==> config.mk <==
export PLATFORM = sky130hd
export DESIGN_NAME = uart_cmd_parser
export DESIGN_NICKNAME = d
export VERILOG_FILES = /design/src/rtl/uart_cmd_parser.sv
export SDC_FILE = /design/constraint.sdc
export NUM_CORES = 1
export LEC_CHECK = 0
export CORE_UTILIZATION = 45
export CTS_CLUSTER_SIZE = 24
export DETAILED_ROUTE_END_ITERATION = 6
export GPL_TIMING_DRIVEN = 0
export PLACE_DENSITY = 0.71
export SLEW_MARGIN = 5
export SYNTH_ARGS = -nofsm -noshare
export SYNTH_HDL_FRONTEND = slang
export SYNTH_SLANG_ARGS = --single-unit
==> constraint.sdc <==
create_clock -name clk -period 2.05 [get_ports clk]
set_input_delay 0.615 -clock clk [delete_from_list [all_inputs] [get_ports clk]]
set_output_delay 0.615 -clock clk [all_outputs]
set_load 0.02 [all_outputs]
==> src/rtl/uart_cmd_parser.sv <==
// Byte-stream command parser: frames SYNC, OP, ADDR, DATA, CSUM (XOR) into
// one command handshake, with an inter-byte timeout and saturating error counters.
module uart_cmd_parser #(
   parameter logic [7:0]  SYNC_BYTE      = 8'hA5,
   parameter int unsigned TIMEOUT_CYCLES = 1000000
) (
   input  logic       clk,
   input  logic       rst_n,
   input  logic [7:0] rx_data,
   input  logic       rx_data_valid,
   output logic       rx_data_ready,
   output logic       cmd_valid,
   input  logic       cmd_ready,
   output logic [7:0] cmd_op,
   output logic [7:0] cmd_addr,
   output logic [7:0] cmd_data,
   input  logic       clr_cnt,
   output logic [7:0] csum_err_cnt,
   output logic [7:0] tmo_err_cnt,
   output logic       err_pulse
);

   typedef enum logic [2:0] {
      IDLE,
      GET_OP,
      GET_ADDR,
      GET_DATA,
      GET_CSUM,
      ISSUE
   } state_t;

   localparam logic [31:0] TMO_LAST = 32'(TIMEOUT_CYCLES - 1);

   state_t      state_q, state_d;
   logic [7:0]  op_q, addr_q, data_q;
   logic [31:0] tmo_cnt_q;
   logic        accept, in_get, tmo_hit, csum_err;

   assign accept   = rx_data_valid & rx_data_ready;
   assign in_get   = (state_q == GET_OP) || (state_q == GET_ADDR) ||
                     (state_q == GET_DATA) || (state_q == GET_CSUM);
   // An accepted byte always beats a timeout landing in the same cycle.
   assign tmo_hit  = in_get & ~accept & (tmo_cnt_q == TMO_LAST);
   assign csum_err = (state_q == GET_CSUM) & accept &
                     (rx_data != (op_q ^ addr_q ^ data_q));

   // NOTE: sequential state uses non-blocking assignments so every register
   // samples pre-edge values; asynchronous reset is in the sensitivity list.
   always_ff @(posedge clk or negedge rst_n) begin
      if (!rst_n) state_q <= IDLE;
      else        state_q <= state_d;
   end

   // NOTE: state_d gets a default before the case so no path infers a latch.
   always_comb begin
      state_d = state_q;
      unique case (state_q)
         IDLE:     if (accept && rx_data == SYNC_BYTE) state_d = GET_OP;
         GET_OP:   if (accept) state_d = GET_ADDR;
                   else if (tmo_hit) state_d = IDLE;
         GET_ADDR: if (accept) state_d = GET_DATA;
                   else if (tmo_hit) state_d = IDLE;
         GET_DATA: if (accept) state_d = GET_CSUM;
                   else if (tmo_hit) state_d = IDLE;
         GET_CSUM: if (accept) state_d = csum_err ? IDLE : ISSUE;
                   else if (tmo_hit) state_d = IDLE;
         ISSUE:    if (cmd_ready) state_d = IDLE;
         default:  state_d = IDLE;
      endcase
   end

   always_comb begin
      rx_data_ready = (state_q != ISSUE);
      cmd_valid     = (state_q == ISSUE);
   end

   always_ff @(posedge clk or negedge rst_n) begin
      if (!rst_n) begin
         op_q      <= '0;
         addr_q    <= '0;
         data_q    <= '0;
         tmo_cnt_q <= '0;
      end else begin
         if (accept && state_q == GET_OP)   op_q   <= rx_data;
         if (accept && state_q == GET_ADDR) addr_q <= rx_data;
         if (accept && state_q == GET_DATA) data_q <= rx_data;
         if (accept || !in_get || tmo_hit) tmo_cnt_q <= '0;
         else                              tmo_cnt_q <= tmo_cnt_q + 32'd1;
      end
   end

   always_ff @(posedge clk or negedge rst_n) begin
      if (!rst_n) begin
         csum_err_cnt <= '0;
         tmo_err_cnt  <= '0;
         err_pulse    <= 1'b0;
      end else begin
         err_pulse <= csum_err | tmo_hit;
         if (clr_cnt) begin
            csum_err_cnt <= '0;
            tmo_err_cnt  <= '0;
         end else begin
            if (csum_err && csum_err_cnt != 8'hFF) csum_err_cnt <= csum_err_cnt + 8'd1;
            if (tmo_hit && tmo_err_cnt != 8'hFF)   tmo_err_cnt  <= tmo_err_cnt + 8'd1;
         end
      end
   end

   assign cmd_op   = op_q;
   assign cmd_addr = addr_q;
   assign cmd_data = data_q;

endmodule

==> tab_implementation.tex, run 1 <==
\begin{tabular}{lr}
\hline
Metric & Value \\
\hline
\multicolumn{2}{l}{\textbf{Run status}} \\
Status & complete, but fails checks \\
Violated checks & setup timing \\
\multicolumn{2}{l}{\textbf{Yosys}} \\
EDFF count, synth & 0 \\
Primary flip-flop cell chosen by synthesis mapping & dfrtp\_1 \\
Average size of a mapped cell & 10.3 µm² \\
Flip-flop and latch count after synthesis & 76 \\
Synthesized netlist net count & 392 \\
Yosys Warn Count & 0 \\
Share of synthesized flip-flops with an asynchronous set or reset & 1.00 \\
Number of cells produced by synthesis & 376 \\
Number of different library cells in the post-synthesis netlist & 44 \\
Area of the mapped netlist & 3890 µm² \\
Post-synthesis sequential area ratio & 0.489 \\
\multicolumn{2}{l}{\textbf{Pwr}} \\
Total power after layout & 0.00600 W \\
Power per standard cell area & 1150 nW/µm² \\
P\_leak & 2.41 nW \\
Largest voltage drop on the vdd net & 914 µV \\
\multicolumn{2}{l}{\textbf{Placed design}} \\
Post-DP Area & 4590 µm² \\
Gpl congestion & 0.769 \\
PortBufs & 55 \\
Final HPWL DP & 5750 µm \\
\multicolumn{2}{l}{\textbf{Timing}} \\
Final Hold Viols & 0 \\
Number of endpoints failing setup at the final stage & 1 \\
Worst Setup Slack, final & -0.0390 ns \\
Final setup skew & 0.0127 ns \\
Max-slew violation count & 0 \\
Min cycle time layout & 2.09 ns \\
Hold slack & 0.216 ns \\
Final critical-path share of the clock period & 1.02 \\
RSZ-0062 raised after global routing & true \\
Worst-case headroom to the max-slew limit & 0.657 \\
Max Clk Rate & 479 MHz \\
Summed negative setup slack over all endpoints & -0.0390 ns \\
Slew at the pin with the worst max-slew slack & 0.515 ns \\
\multicolumn{2}{l}{\textbf{Global routing}} \\
First-pass GRT wire length & 13900 µm \\
Overall routing resource usage & 0.200 \\
Pin count of the biggest net entering global routing & 41 \\
GRT Residual Overflow & 0 \\
Number of antenna violations at the first check in global routing & 0 \\
Number of global-route vias before repair & 2929 \\
\multicolumn{2}{l}{\textbf{Final layout}} \\
Most frequent standard cell in the layout excluding fill and tap cells & dfrtp\_1 \\
Commonest non-fill, non-tap cells in the layout & dfrtp\_1, nor2\_1, xor2\_1, clkdlybuf4s50\_1, mux2\_2 \\
Share of post-route cells with drive strength above 1 & 0.259 \\
Final core utilization & 0.630 \\
Number of nets at the end of the flow & 475 \\
Cell area after layout & 5230 µm² \\
Antenna diode count & 0 \\
Synth-to-layout area growth & 34.5\% \\
Fill cell count & 659 \\
\multicolumn{2}{l}{\textbf{Clock network}} \\
TritonCTS clock tree & built \\
CTS H-tree depth & 3 \\
Insertion delay to the later sink of the worst-skew pair & 0.35 ns \\
Count of clock tree sinks & 76 \\
CTS clock-pin slew for the worst setup and hold paths & 0.08 ns \\
Number of buffers created by CTS & 9 \\
Root Buffer Master & clkbuf\_8 \\
Buffer levels on the longest clock path & 2 \\
\multicolumn{2}{l}{\textbf{Setup path}} \\
Data required, critical path & 2.33 ns \\
Largest fanout on the critical path & 6 \\
Category of the worst setup path capture point & flip-flop \\
Startpoint kind of the worst setup timing path & input port \\
CP arrival & 2.37 ns \\
Kind of critical path & in2reg \\
Critical Path Start & rx\_data\_valid \\
RR Startpoint & tmo\_cnt\_q[24]\$\_DFF\_PN0\_ \\
\multicolumn{2}{l}{\textbf{Route}} \\
Post-detailed-route count of antenna-violating nets & 0 \\
Via count normalized by instance count & 5.41 \\
Drc violations & 0 \\
Total number of vias & 3081 \\
Pre-antenna DRT Iters & 4 \\
Number of DRC markers after the initial detailed-route iteration & 130 \\
Total detailed-routing wirelength & 8830 µm \\
Average routed wire per standard cell & 15.5 µm \\
\multicolumn{2}{l}{\textbf{Worst hold path}} \\
Hold Path Class & in2async \\
\multicolumn{2}{l}{\textbf{Floorplanning}} \\
Overall die width & 95.0 µm \\
Total die area & 9020 µm² \\
Height of the chip & 95.0 µm \\
Standard-cell row count & 33 \\
IO Count & 56 \\
Core footprint & 8300 µm² \\
Initial Util & 0.469 \\
\multicolumn{2}{l}{\textbf{Run}} \\
Max\_cap viols & 0 \\
\hline
\end{tabular}
==> cell usage after synthesis, types with 4 or more instances <==
cell type / n / area (µm²)
mux2_1: 4 / 45.0
mux2_2: 24 / 270
nand2_1: 24 / 90.1
nor2b_1: 8 / 50.1
inv_1: 7 / 26.3
a31oi_1: 4 / 25.0
and4_1: 4 / 35.0
or3_1: 8 / 50.1
dfrtp_1: 76 / 1900
nand4_1: 12 / 75.1
xnor2_1: 29 / 254
clkbuf_1: 9 / 33.8
and3_1: 9 / 56.3
nand3_1: 18 / 90.1
a21oi_1: 13 / 65.1
nor2_1: 50 / 188
buf_2: 7 / 35.0
xor2_1: 27 / 236
o21ai_0: 9 / 45.0
==> report_power, final <==
group | internal (W) | total, W | switching, W
combinational | 0.00139 | 0.00259 | 0.00120
clock | 0.000754 | 0.00133 | 0.000578
sequential | 0.00179 | 0.00208 | 0.000290
total | 0.00394 | 0.00600 | 0.00207
==> layout make-up <==
cell class              instances  area [µm²]  share of cell area
multi-input cells             277        2080               0.398
flip-flops and latches         76        1910               0.365
repair buffers                 75         734               0.140
clock buffers                  11         151              0.0289
well taps                     105         131              0.0251
plain buffers                  13         115              0.0220
clock inverters                 5        83.8              0.0160
inverters                       7        26.3             0.00502
==> worst max-delay path, stage by stage <==
cell	delay, ns
clkdlybuf4s50_1	0.48
nand3b_1	0.26
a31oi_2	0.41
nand3_4	0.13
or3_4	0.35
a21oi_2	0.12
==> registers in the layout (all words and copies together), names as in the netlist <==
name and cells:
cmd_op 8, err_pulse 1, cmd_data 8, tmo_err_cnt 8, csum_err_cnt 8, tmo_cnt_q 32
state_q 3, cmd_addr 8
==> through the flow <==
stage / cells / worst slack (ns)
after detailed placement: 537 / -0.823
after global placement: 536 / -2.31
after CTS: 563 / 0.000745
after global routing: 569 / -0.104
final: 569 / -0.0390
after floorplan: 376 / 0.00383
==> what timing repair did <==
item | 4_1_cts | 5_1_grt
endpoints found under the setup margin | 73 | 65
pin swaps | 11 | 18
setup buffers | 11 | 5
cloned | 1 | 2
resized for setup | 54 | 65
hold buffers | 0 | 0
==> kinds of logic (layout without fill, tap and decap cells) <==
group / count (synthesis) / in the layout / synth area share
flops: 76 / 76 / 0.489
xor+xnor: 56 / 56 / 0.126
simple gates: 157 / 157 / 0.222
mux: 28 / 28 / 0.0811
fa+ha+maj: 3 / 3 / 0.00965
buf+inv: 23 / 111 / 0.0244
compound gates: 33 / 33 / 0.0479
==> routing by layer <==
layer / vias to the layer above / wire (µm) / global-route usage
met3: 11 / 355 / 0.0459
met1: 1529 / 4120 / 0.272
met5: - / 0 / 0
li1: 1468 / - / -
met4: 0 / 144 / 0.0720
met2: 73 / 4210 / 0.313
==> final timing paths <==
path | end | slack [ns] | cells past startpoint
max | tmo_err_cnt[7]$_DFFE_PN0P_ | -0.04 | 6
min | tmo_cnt_q[27]$_DFF_PN0_ | 0.22 | 1
max reg2reg | tmo_err_cnt[7]$_DFFE_PN0P_ | 0.02 | 8
min reg2reg | tmo_cnt_q[19]$_DFF_PN0_ | 0.55 | 2
max in group asynchronous | tmo_cnt_q[11]$_DFF_PN0_ | 1.24 | 2
min in group clk | tmo_cnt_q[19]$_DFF_PN0_ | 0.55 | 2
No activity file was read; power rests on OpenSTA's default activity.
==> run 2, diff against run 1 <==
Settings changed: SKIP_CTS_REPAIR_TIMING set to 1.
==> run 2 against run 1 <==
Net effect:
- the run still ends with setup timing left
- non-clock buffer count shrank 10
- wire length shrank 4.8%
- sequential share of layout area increased by 0.73 points
==> tab_implementation.tex, run 2 (same netlist as run 1, synthesis figures left out) <==
\begin{tabular}{lr}
\hline
Metric & Value \\
\hline
\multicolumn{2}{l}{\textbf{Run status}} \\
Status & complete, but fails checks \\
Violated checks & setup timing \\
\multicolumn{2}{l}{\textbf{Final layout}} \\
Number of nets at the end of the flow & 465 \\
Synth-to-layout area growth & 31.5\% \\
Largest register FFs & 32 \\
Antenna diode count & 0 \\
Fill cell count & 669 \\
Most frequent standard cell in the layout excluding fill and tap cells & dfrtp\_1 \\
Cell area after layout & 5120 µm² \\
Non-filler cells in the finished layout & 559 \\
Register with the highest flop count & tmo\_cnt\_q \\
Share of post-route cells with drive strength above 1 & 0.207 \\
Commonest non-fill, non-tap cells in the layout & dfrtp\_1, nor2\_1, xor2\_1, clkdlybuf4s50\_1, xnor2\_1 \\
\multicolumn{2}{l}{\textbf{Pwr}} \\
P\_leak & 2.44 nW \\
Largest voltage drop on the vdd net & 904 µV \\
Power per standard cell area & 1130 nW/µm² \\
\multicolumn{2}{l}{\textbf{Route}} \\
Via count normalized by instance count & 5.40 \\
Total detailed-routing wirelength & 8400 µm \\
Number of DRC markers after the initial detailed-route iteration & 118 \\
Total number of vias & 3016 \\
Drc violations & 0 \\
Post-detailed-route count of antenna-violating nets & 0 \\
Average routed wire per standard cell & 15.0 µm \\
Pre-antenna DRT Iters & 4 \\
\multicolumn{2}{l}{\textbf{Placed design}} \\
PortBufs & 55 \\
Cell Count Post-Placement & 537 \\
Post-DP Area & 4590 µm² \\
Final HPWL DP & 5750 µm \\
Gpl congestion & 0.769 \\
\multicolumn{2}{l}{\textbf{Floorplanning}} \\
Standard-cell row count & 33 \\
Core footprint & 8300 µm² \\
Total die area & 9020 µm² \\
Overall die width & 95.0 µm \\
Initial Util & 0.469 \\
Height of the chip & 95.0 µm \\
IO Count & 56 \\
\multicolumn{2}{l}{\textbf{Worst hold path}} \\
Hold Path Class & in2async \\
\multicolumn{2}{l}{\textbf{Clock network}} \\
CTS H-tree depth & 3 \\
Insertion delay to the later sink of the worst-skew pair & 0.35 ns \\
Count of clock tree sinks & 76 \\
CTS clock-pin slew for the worst setup and hold paths & 0.09 ns \\
Root Buffer Master & clkbuf\_8 \\
Number of buffers created by CTS & 9 \\
Buffer levels on the longest clock path & 2 \\
TritonCTS clock tree & built \\
\multicolumn{2}{l}{\textbf{Setup path}} \\
Slowest stage cell on the critical path & dfrtp\_1 \\
Worst Reg2Reg Path Length in Cells & 9 \\
Worst R2R End & tmo\_err\_cnt[7]\$\_DFFE\_PN0P\_ \\
RR Startpoint & tmo\_cnt\_q[0]\$\_DFF\_PN0\_ \\
Category of the worst setup path capture point & flip-flop \\
Worst-case register-to-register setup slack & -0.07 ns \\
Longest individual stage delay on the worst path & 0.42 ns \\
Kind of critical path & reg2reg \\
CP arrival & 2.40 ns \\
Startpoint kind of the worst setup timing path & flip-flop \\
Data required, critical path & 2.34 ns \\
Largest fanout on the critical path & 4 \\
Crit path cell chain & ha\_4, and4\_4, nand4\_1, nor4\_4, buf\_4, buf\_6, nand3\_4, or3\_4, a21oi\_2 \\
\multicolumn{2}{l}{\textbf{Timing}} \\
Final Hold Viols & 0 \\
Final critical-path share of the clock period & 1.03 \\
Slew at the pin with the worst max-slew slack & 0.506 ns \\
Final setup skew & 0.0120 ns \\
RSZ-0062 raised after global routing & true \\
Worst-case headroom to the max-slew limit & 0.662 \\
Number of endpoints failing setup at the final stage & 5 \\
Min cycle time layout & 2.12 ns \\
Worst Setup Slack, final & -0.0658 ns \\
Max Clk Rate & 473 MHz \\
Max-slew violation count & 0 \\
\multicolumn{2}{l}{\textbf{Global routing}} \\
Number of global-route vias before repair & 2836 \\
GR met1 Demand/Resource & 0.261 \\
First-pass GRT wire length & 13400 µm \\
Overall routing resource usage & 0.193 \\
Routing layer with the top usage in global route & met2 \\
Global routing met3 resource utilization & 0.0451 \\
Met2 usage & 0.305 \\
GRT Residual Overflow & 0 \\
Number of antenna violations at the first check in global routing & 0 \\
Pin count of the biggest net entering global routing & 41 \\
\multicolumn{2}{l}{\textbf{Run}} \\
Max\_cap viols & 0 \\
\hline
\end{tabular}
-- run 2: cell types whose count changed in the layout (fill, tap and decap cells not counted), moves of 4 or more --
| cell | previous run | this run |
|---|---|---|
| dfrtp_1 | 71 | 75 |
| dlymetal6s2s_1 | 14 | 25 |
| dfrtp_2 | 5 | 1 |
| buf_4 | 19 | 13 |
| dlygate4sd2_1 | 4 | 0 |
-- run 2: final cells by class --
cell class	instances	area, µm²	area share
Multi-Input combinational cell	277	2040	0.400
Clock buffer	11	151	0.0296
Timing Repair Buffer	65	692	0.135
Clock inverter	5	83.8	0.0164
Buffer	13	83.8	0.0164
Sequential cell	76	1900	0.372
Inverter	7	26.3	0.00514
Tap cell	105	131	0.0257
-- run 2: metal layers --
metal | vias up | part of all wire
li1 | 1446 | -
met1 | 1495 | 0.47
met2 | 67 | 0.48
met3 | 8 | 0.040
met4 | 0 | 0.011
met5 | - | 0
-- run 2: stage by stage --
step                      setup WS (ns)  power [W]  setup TNS [ns]  utilization  hold slack, ns
final                           -0.0658    0.00579         -0.0892        0.616           0.214
after floorplan                 0.00383    0.00347               0            -           0.319
after detailed placement         -0.823    0.00430          -28.72        0.553           0.469
after global placement            -2.31    0.00427         -203.58        0.551           0.468
after CTS                        -0.471    0.00563          -15.06        0.581           0.226
after global routing             -0.158    0.00609           -1.27        0.616           0.240
-- run 2: worst max-delay path by stage --
stage                                        to              startpoint  slack [ns]
finish               tmo_err_cnt[7]$_DFFE_PN0P_  tmo_cnt_q[0]$_DFF_PN0_       -0.07
global route         tmo_err_cnt[7]$_DFFE_PN0P_  tmo_cnt_q[0]$_DFF_PN0_       -0.16
CTS                                   cmd_valid  state_q[0]$_DFFE_PN0P_       -0.47
detailed placement  csum_err_cnt[5]$_DFFE_PN0P_              rx_data[5]       -0.82
global placement        cmd_addr[2]$_DFFE_PN0P_                   rst_n       -2.31
floorplan            tmo_err_cnt[6]$_DFFE_PN0P_  tmo_cnt_q[0]$_DFF_PN0_       0.004
-- run 2: critical path: cells and delay by family, from the launching register on --
| family | cells | cell delay [ns] |
|---|---|---|
| DFF | 1 | 0.42 |
| and+or+nand+nor | 5 | 1.06 |
| adders and majority gates | 1 | 0.16 |
| buffers and inverters | 2 | 0.31 |
| AOI/OAI and AO/OA | 1 | 0.11 |
-- run 2: where the power goes --
group          switching, W  leakage, nW  internal, W
registers          0.000288         1.01      0.00179
logic               0.00114         1.32      0.00124
clock network      0.000576        0.112     0.000754
==> RTL change, RTL diff (settings of run 1) <==
Encoding of `state_t`: now one-hot (6 bits for 6 states).
--- a/src/rtl/uart_cmd_parser.sv
+++ b/src/rtl/uart_cmd_parser.sv
@@ -22,9 +22,9 @@
 
-   typedef enum logic [2:0] {
-      IDLE,
-      GET_OP,
-      GET_ADDR,
-      GET_DATA,
-      GET_CSUM,
-      ISSUE
+   typedef enum logic [5:0] {
+      IDLE     = 6'b000001,
+      GET_OP   = 6'b000010,
+      GET_ADDR = 6'b000100,
+      GET_DATA = 6'b001000,
+      GET_CSUM = 6'b010000,
+      ISSUE    = 6'b100000
    } state_t;
Check against the original RTL: no difference found for any inputs over 10 cycles, from zero or initial values and one cycle with rst_n low; not proved beyond that.
==> RTL change against run 1 <==
Via count about the same; setup slack worse by 0.32 ns; the run still ends with setup timing left; synthesized cell count down 0.27%; sequential cell count up 3; register-to-register slack worse by 0.38 ns; wire length up 3.0%; count of clock-buffer cells in the layout down 1; worst hold slack better by 0.0043 ns; synthesized area up 1.8%; cell area up 1.2%.
Power is not compared: it rests on default switching activity, and its combinational part moved more than twofold at a synthesized area within 25%.
==> RTL change: results (changes against run 1) <==
* Vias at 3,083 (+0.065%)
* Post-Syn Nets at 391 (-0.26%)
* Top reg by flops: tmo_cnt_q
* Routed WL per cell at 15.9 um (+2.5%)
* MaxCap Viol Count at 0 (unchanged)
* Sequential share of the synthesized area at 50.0% (+1.1 points)
* Synth Area per Inst at 10.6 um^2 (+2.1%)
* Dpl cell area at 4650 um^2 (+1.4%)
* Met2 usage at 33.9% (+2.6 points)
* Comb power frac at under 10%
* Inst Count DP at 535 (-0.37%)
* Final setup viols at 3 (+2)
* PnR worst setup slack at -0.358 ns (-0.319 ns)
* GR Util met3 at 4.19% (-0.40 points)
* Crit Path Max Fanout at 4 (-2)
* Multiplexer area fraction after synthesis at 9.04% (+0.93 points)
* Final Non-Filler Cells at 572 (+0.53%)
* Met1 Use GR at 26.9% (-0.30 points)
* Synth area leaders: dfrtp_1 (49%), mux2_2 (8.2%), xor2_1 (6.4%), xnor2_1 (5.5%), nor2_1 (4.7%)
* Failing checks: setup timing
* Dpl ws at -0.836 ns (-0.0130 ns)
* # port buffers at 54 (-1.8%)
* Drt first pass iters at 4 (unchanged)
* Ys async rst share at 100% (unchanged)
* Post-synthesis compound-gate area fraction at 4.04% (-0.75 points)
* Adder-Cell Fraction of Synth Area at 0.948% (-0.017 points)
* Htree depth at 3 (unchanged)
* Gp weighted congestion at 0.866 (+13%)
* Clock power share at a little over two fifths
* Post-route setup TNS at -0.530 ns (-0.491 ns)
* Vias in the first global route at 2,984 (+1.9%)
* Synth cell count leaders: dfrtp_1 (78), nor2_1 (50), mux2_2 (29), xor2_1 (29), xnor2_1 (25)
* Post-Synth XOR/XNOR Area at 11.9% (-0.67 points)
* Fillcell total at 662 (+0.46%)
* Post-DP HPWL at 5.78 mm (+0.56%)
* Fin nets at 478 (+0.63%)
* Pin count of the biggest net entering global routing at 44 (+7.3%)
* Worst slew pin tran at 0.542 ns (+0.0271 ns)
* Wire length of the first global-routing pass at 14.5 mm (+4.2%)
* Max Clock Skew at 0.0101 ns (-0.00265 ns)
* Warnings, synthesis at 0 (unchanged)
* Share of layout cells above drive strength 1 at 25.7% (-0.17 points)
* Run status: finished with violations
* CP arrival at 2.65 ns (+0.28 ns)
* Initial drt markers at 180 (+38%)
* GR Util All Layers at 20.6% (+0.59 points)
==> RTL change: final timing paths <==
kind	from	endpoint	slack (ns)	cells past startpoint
min in group clk	tmo_cnt_q[0]	tmo_cnt_q[0]	0.56	2
worst min-delay path	rst_n	tmo_cnt_q[16]	0.22	1
worst max register to register	tmo_cnt_q[8]	tmo_err_cnt[6]	-0.36	6
max in group asynchronous	rst_n	state_q[0]	1.18	2
worst max-delay path	tmo_cnt_q[8]	tmo_err_cnt[6]	-0.36	6
worst min register to register	tmo_cnt_q[0]	tmo_cnt_q[0]	0.56	2
==> RTL change: what timing repair did <==
| item | CTS | global route |
|---|---|---|
| buffers inserted | 11 | 14 |
| cloned | 0 | 0 |
| endpoints found under the setup margin | 53 | 57 |
| endpoints found under the hold margin | 0 | 0 |
| gates resized for setup | 53 | 41 |
| pin swaps | 11 | 17 |
==> RTL change: area by class of cell <==
cell class	instances	area, um^2	area share [%]
multi-input combinational	282	2170	41.0
sequential	79	1990	37.5
timing repair buffer	78	737	13.9
tap	105	131	2.48
clock buffer	10	128	2.41
clock inverter	6	85.1	1.61
buffer	6	33.8	0.638
inverter	6	22.5	0.425
==> RTL change: cell families after synthesis <==
| logic type | after synthesis |
|---|---|
| buf+inv | 14 |
| mux | 32 |
| compound gates | 28 |
| flops | 79 |
| xor+xnor | 54 |
| simple gates | 165 |
| fa+ha+maj | 3 |
==> RTL change: critical path, cell delays in order (launching register included) <==
cell	delay, ns
dfrtp_1	0.43
nor4_4	0.31
nand4_1	0.15
or3_4	0.43
or4b_4	0.52
nor3_4	0.14
mux2_4	0.31
==> RTL change: routing by layer <==
metal  routed length (um)  part of all wire, %
met5                    0                    0
met4                  108                  1.2
met3                  347                  3.8
met2                 4470                   49
met1                 4170                   46
